## config.mk

```make
export PLATFORM = sky130hd
export DESIGN_NAME = rca_launch_capture
export DESIGN_NICKNAME = d
export VERILOG_FILES = /design/src/rtl/rca_pkg.sv /design/src/rtl/rca_sat_counter.sv /design/src/rtl/rca_launch_capture.sv
export SDC_FILE = /design/constraint.sdc
export NUM_CORES = 1
export LEC_CHECK = 0
export CORE_ASPECT_RATIO = 1.2
export CORE_MARGIN = 2
export CORE_UTILIZATION = 43
export CTS_BUF_LIST = sky130_fd_sc_hd__clkbuf_2 sky130_fd_sc_hd__clkbuf_4 sky130_fd_sc_hd__clkbuf_8
export DETAILED_ROUTE_END_ITERATION = 8
export PLACE_DENSITY = 0.74
export REMOVE_ABC_BUFFERS = 1
export SETUP_SLACK_MARGIN = 0.05
export SLEW_MARGIN = 10
export SYNTH_ARGS = -nofsm -noshare
export SYNTH_HDL_FRONTEND = slang
export SYNTH_SLANG_ARGS = --single-unit
export TNS_END_PERCENT = 5
```

## constraint.sdc

```tcl
create_clock -name i_clk -period 1.84 [get_ports i_clk]
set_clock_uncertainty 0.1 [all_clocks]
set_input_delay 0.368 -clock i_clk [delete_from_list [all_inputs] [get_ports i_clk]]
set_output_delay 0.368 -clock i_clk [all_outputs]
set_load 0.05 [all_outputs]
```

## src/rtl/rca_pkg.sv

```systemverilog
// Shared types and constants for the ripple-carry adder launch/capture stage.
package rca_pkg;

    localparam int RCA_WIDTH        = 14;
    localparam int RCA_RES_WIDTH    = 15;
    localparam int SETTLE_CNT_WIDTH = 4;

    typedef enum logic [1:0] {
        IDLE   = 2'd0,
        SETTLE = 2'd1,
        HOLD   = 2'd2
    } rca_state_e;

endpackage

```

## src/rtl/rca_sat_counter.sv

```systemverilog
// Saturating up-counter with synchronous clear and count enable.
// Clear wins over enable; the count sticks at all-ones instead of wrapping.
module rca_sat_counter
    import rca_pkg::*;
#(
    parameter int WIDTH = 16
) (
    input  logic             clk,
    input  logic             rst_n,
    input  logic             clear,
    input  logic             enable,
    output logic [WIDTH-1:0] count
);

    // Count register: clear first, then increment unless already saturated
    always_ff @(posedge clk or negedge rst_n) begin
        if (!rst_n) begin
            count <= '0;
        end else if (clear) begin
            count <= '0;
        end else if (enable && (count != '1)) begin
            count <= count + 1'b1;
        end
    end

endmodule

```

## src/rtl/rca_launch_capture.sv

```systemverilog
// Launch/capture wrapper around the combinational ripple-carry adder netlist.
// Operands are registered onto the adder inputs, the carry chain is given a
// programmable settle time, and the sampled result is checked against a
// behavioural sum before being handed downstream.
module rca_launch_capture
    import rca_pkg::*;
#(
    parameter int WIDTH         = RCA_WIDTH,
    parameter int SETTLE_CYCLES = 2,
    parameter int CNT_WIDTH     = 16
) (
    input  logic                 i_clk,
    input  logic                 i_rst_n,
    input  logic                 i_valid,
    output logic                 o_ready,
    input  logic [WIDTH-1:0]     i_term1,
    input  logic [WIDTH-1:0]     i_term2,
    output logic [WIDTH-1:0]     o_add_term1,
    output logic [WIDTH-1:0]     o_add_term2,
    input  logic [WIDTH:0]       i_add_result,
    output logic                 o_valid,
    input  logic                 i_ready,
    output logic [WIDTH:0]       o_result,
    output logic                 o_mismatch,
    output logic [CNT_WIDTH-1:0] o_txn_count,
    output logic [CNT_WIDTH-1:0] o_err_count,
    input  logic                 i_clear
);

    localparam logic [SETTLE_CNT_WIDTH-1:0] SETTLE_LOAD = SETTLE_CNT_WIDTH'(SETTLE_CYCLES - 1);

    rca_state_e                  state;
    rca_state_e                  next_state;
    logic [SETTLE_CNT_WIDTH-1:0] settle_cnt;
    logic [WIDTH:0]              expected_sum;
    logic                        accept;
    logic                        retire;

    assign accept = (state == IDLE) && i_valid;
    assign retire = (state == HOLD) && i_ready;

    // State register
    always_ff @(posedge i_clk or negedge i_rst_n) begin
        if (!i_rst_n) begin
            state <= IDLE;
        end else begin
            state <= next_state;
        end
    end

    // Next-state logic: one transaction in flight, no overlap
    always_comb begin
        next_state = state;
        case (state)
            IDLE:    if (i_valid)            next_state = SETTLE;
            SETTLE:  if (settle_cnt == '0)   next_state = HOLD;
            HOLD:    if (i_ready)            next_state = IDLE;
            default:                         next_state = IDLE;
        endcase
    end

    // Handshake outputs decoded directly from the state
    always_comb begin
        o_ready = 1'b0;
        o_valid = 1'b0;
        case (state)
            IDLE:    o_ready = 1'b1;
            HOLD:    o_valid = 1'b1;
            default: ;
        endcase
    end

    // Launch operands and reference sum on accept, sample the adder when settled
    always_ff @(posedge i_clk or negedge i_rst_n) begin
        if (!i_rst_n) begin
            o_add_term1  <= '0;
            o_add_term2  <= '0;
            expected_sum <= '0;
            settle_cnt   <= '0;
            o_result     <= '0;
            o_mismatch   <= 1'b0;
        end else if (accept) begin
            o_add_term1  <= i_term1;
            o_add_term2  <= i_term2;
            expected_sum <= {1'b0, i_term1} + {1'b0, i_term2};
            settle_cnt   <= SETTLE_LOAD;
        end else if (state == SETTLE) begin
            if (settle_cnt == '0) begin
                o_result   <= i_add_result;
                o_mismatch <= (i_add_result != expected_sum);
            end else begin
                settle_cnt <= settle_cnt - 1'b1;
            end
        end
    end

    rca_sat_counter #(
        .WIDTH (CNT_WIDTH)
    ) u_txn_counter (
        .clk    (i_clk),
        .rst_n  (i_rst_n),
        .clear  (i_clear),
        .enable (retire),
        .count  (o_txn_count)
    );

    rca_sat_counter #(
        .WIDTH (CNT_WIDTH)
    ) u_err_counter (
        .clk    (i_clk),
        .rst_n  (i_rst_n),
        .clear  (i_clear),
        .enable (retire && o_mismatch),
        .count  (o_err_count)
    );

endmodule

```

==> metrics.md <==
| Metric | Value |
|---|---|
| Status | complete, but fails checks |
| Failing checks | negative setup slack |
| Clock Sink Count | 97 |
| Hold Crit Class | in -> reg |
| Sequential fraction of the synthesis area | 0.4845 |
| Switch Pwr | 4443 uW |
| Slew @ Worst Pin | 384.8 ps |
| Fraction of layout cells with a size suffix above 1 | 0.3631 |
| Number of remaining DRC errors | 0 |
| P&R area growth vs syn | 50.00% |
| Worst-path cell chain | buf_6, ha_4, fa_2, a211oi_2, buf_4, o211ai_1, and3_1, o21a_1, o41a_1 |
| Leakage | 0.003620 uW |
| Initial Utilization | 0.4372 |
| Synth area leaders | dfrtp_1 (48%), nand2_1 (9.1%), xnor2_1 (4.9%) |
| Number of DRC markers in iteration 0 | 149 |
| Clk pwr share | 0.161 |
| GRT Total Usage | 0.2150 |
| CTS tree | done |
| RSZ-0062 raised after global routing | true |
| Post-synthesis register bit count | 97 |
| Worst setup margin | -188.3 ps |
| Worst Path Class, Setup | in -> reg |
| Tmin final | 2028 ps |
| Clock latency on the worst-skew pair | 360 ps |
| Post-synth top area cell | dfrtp_1 |
| Antenna diodes | 0 |
| Most used DFF post-synth | dfrtp_1 |
| HP Start | i_term2[0] |
| Most frequent cell after synthesis | nand2_1 |
| Antenna-violating nets left | 0 |
| Final Wtd Congestion | 0.8713 |
| Hold Vio Cnt, Final | 0 |
| Synthesized area | 0.005010 sq mm |
| Multi-input logic area | 0.002788 sq mm |
| P_int | 5794 uW |
| GRT overflow | 0 |
| Placed cell areas | 0.006870 sq mm |
| First-pass GRT wire length | 21220 microns |
| Row count | 43 |
| Post-synth EDFFs | 0 |
| Crit-path max FO | 2 |
| Dpl ws | -1128 ps |
| CTS buffer count | 9 |
| Max IR drop VDD | 943.8 uV |
| Fin. max-slew vios | 0 |
| Vias | 4570 |
| Async SR Flop Fraction | 1.000 |
| Combinational share of power | 0.513 |
| Total routed wirelength | 13360 microns |
| CP max stage delay | 350 ps |
| Worst r2r src | settle_cnt[0]$_DFFE_PN0P_ |
| Die H | 122.2 microns |
| CP max-delay cell | fa_2 |
| Worst setup EP type | flop |
| Post-layout util | 0.6557 |
| Post-DP HPWL | 10090 microns |
| Commonest cells in the netlist | nand2_1 (121), dfrtp_1 (97), nor2_1 (46), xnor2_1 (28), xor2_1 (19) |
| Switching Fraction | 0.4340 |
| IO buf count | 125 |
| Max Clock Freq | 493.0 MHz |
| Synthesized area per cell | 9.597 sq um |
| Flip-flop and latch area | 0.002431 sq mm |
| Share of the synthesized area in the top cell type | 0.4845 |
| Clk buf depth | 2 |
| Crit start category | input pin |
| IO Count | 126 |
| Family with the most delay on the worst path | compound AO/OA/AOI/OAI gates |
| Clk slew on worst S/H paths | 90 ps |
| Root Driver | clkbuf_8 |
| Final non-filler cell area | 0.007515 sq mm |
| Crit path DAT | 2170 ps |
| Tightest hold margin | 116.6 ps |
| First drt pass iteration count | 4 |
| Die ar. | 0.01253 sq mm |
| Vias in the first global route | 4521 |
| Final Net Count | 789 |
| Synth cell types | 56 |
| Core area | 0.01146 sq mm |
| Vias per cell | 5.170 |
| WL/cell | 15.12 microns |
| Required @ worst endpoint | 1980 ps |
| CP startpoint | i_term2[0] |
| PwrDens | 1362 mW/mm^2 |
| Reg power frac | 0.326 |
| Total power draw | 10240 uW |
| Final worst-path cycle share | 1.102 |
| Crit path buffers/inverters | 2 |
| Number of antenna violations at the first check in global routing | 0 |
| Max Cap Viol | 0 |
| Max_slew headroom | 0.7434 |
| Yosys warning count | 0 |
| Syn Inst Count | 522 |
| Filler instances | 919 |
| Final setup fails | 7 |
| Die X | 102.5 microns |
| H-tree depth | 3 |
| Largest net degree at the start of global routing | 47 |
timing repair:
item | in CTS | in global routing
resized for setup | 34 | 76
hold buffers | 1 | 0
setup endpoints to repair | 31 | 64
buffers inserted | 1 | 6
pin swaps | 17 | 26
endpoints found under the hold margin | 24 | 0
worst min-delay path: stages:
cell and delay [ps]:
buf_6 90, nand2_1 50, nand2_1 50
metal layers:
metal / track usage / routed length, microns / share of wire
met5: 0 / 0 / 0
met4: 0.07000 / 172 / 0.013
met3: 0.04100 / 687 / 0.051
met2: 0.3746 / 6921 / 0.52
met1: 0.2667 / 5582 / 0.42
per-stage QoR:
stage,instances,setup TNS (ps)
3_5_place_dp,861,-14760
5_1_grt,884,-1205
3_3_place_gp,861,-13850
4_1_cts,878,-1032
2_1_floorplan,501,-39590
6_report,884,-508.6
cells in the final DEF (no fill, tap or decap), types with 9 or more instances in the layout:
| cell | instances |
|---|---|
| nand3_1 | 14 |
| clkdlybuf4s50_1 | 23 |
| xnor2_1 | 27 |
| buf_4 | 153 |
| buf_12 | 9 |
| xor2_1 | 19 |
| dfrtp_1 | 94 |
| mux2_2 | 16 |
| nand4_1 | 16 |
| clkbuf_8 | 9 |
| nand2_1 | 117 |
| dlymetal6s2s_1 | 14 |
| a21oi_2 | 9 |
| o21ai_0 | 12 |
| ha_4 | 11 |
| nor2_1 | 43 |
power groups by stage:
stage	Combinational, uW	Sequential (uW)	Clock [uW]
detailed placement	5050	3330	0
global route	5610	3430	1780
finish	5250	3340	1650
global placement	4950	3310	0
floorplan	1530	4920	0
CTS	5080	3310	1690
cells by family (layout without fill, tap and decap cells):
logic type	count (synthesis)	count (layout)	share of synthesized area
mux	19	19	0.04196
buf+inv	27	232	0.02248
flops	97	97	0.4845
fa+ha+maj	18	18	0.04645
xor+xnor	47	47	0.08217
simple gates	244	244	0.2268
compound gates	70	70	0.09565
layout make-up:
type | count | share of cell area
well taps | 157 | 0.02614
inverters | 6 | 0.002997
flip-flops and latches | 97 | 0.3235
clock buffers | 12 | 0.01948
repair buffers | 211 | 0.2449
multi-input cells | 398 | 0.3710
clock inverters | 3 | 0.01199
worst paths after layout:
kind                                                        to  cells past startpoint  slack, ps
min in group asynchronous  u_txn_counter.count[11]$_DFFE_PN0P_                      2        360
hold / removal                      o_add_term2[0]$_DFFE_PN0P_                      3        120
setup / recovery                  expected_sum[14]$_DFFE_PN0P_                      9       -190
setup reg to reg                     settle_cnt[3]$_DFFE_PN0P_                      7       -170
max in group asynchronous           o_add_term2[9]$_DFFE_PN0P_                      3        700
hold reg to reg                     o_add_term1[2]$_DFFE_PN0P_                      2        380
sequential cells by signal, summed over array words and instances, names as in the netlist:
register and count:
u_err_counter.count 16, u_txn_counter.count 16, o_mismatch 1, o_result 15, expected_sum 15, settle_cnt 4
state 2, o_add_term1 14, o_add_term2 14
No activity file was read; power rests on OpenSTA's default activity.
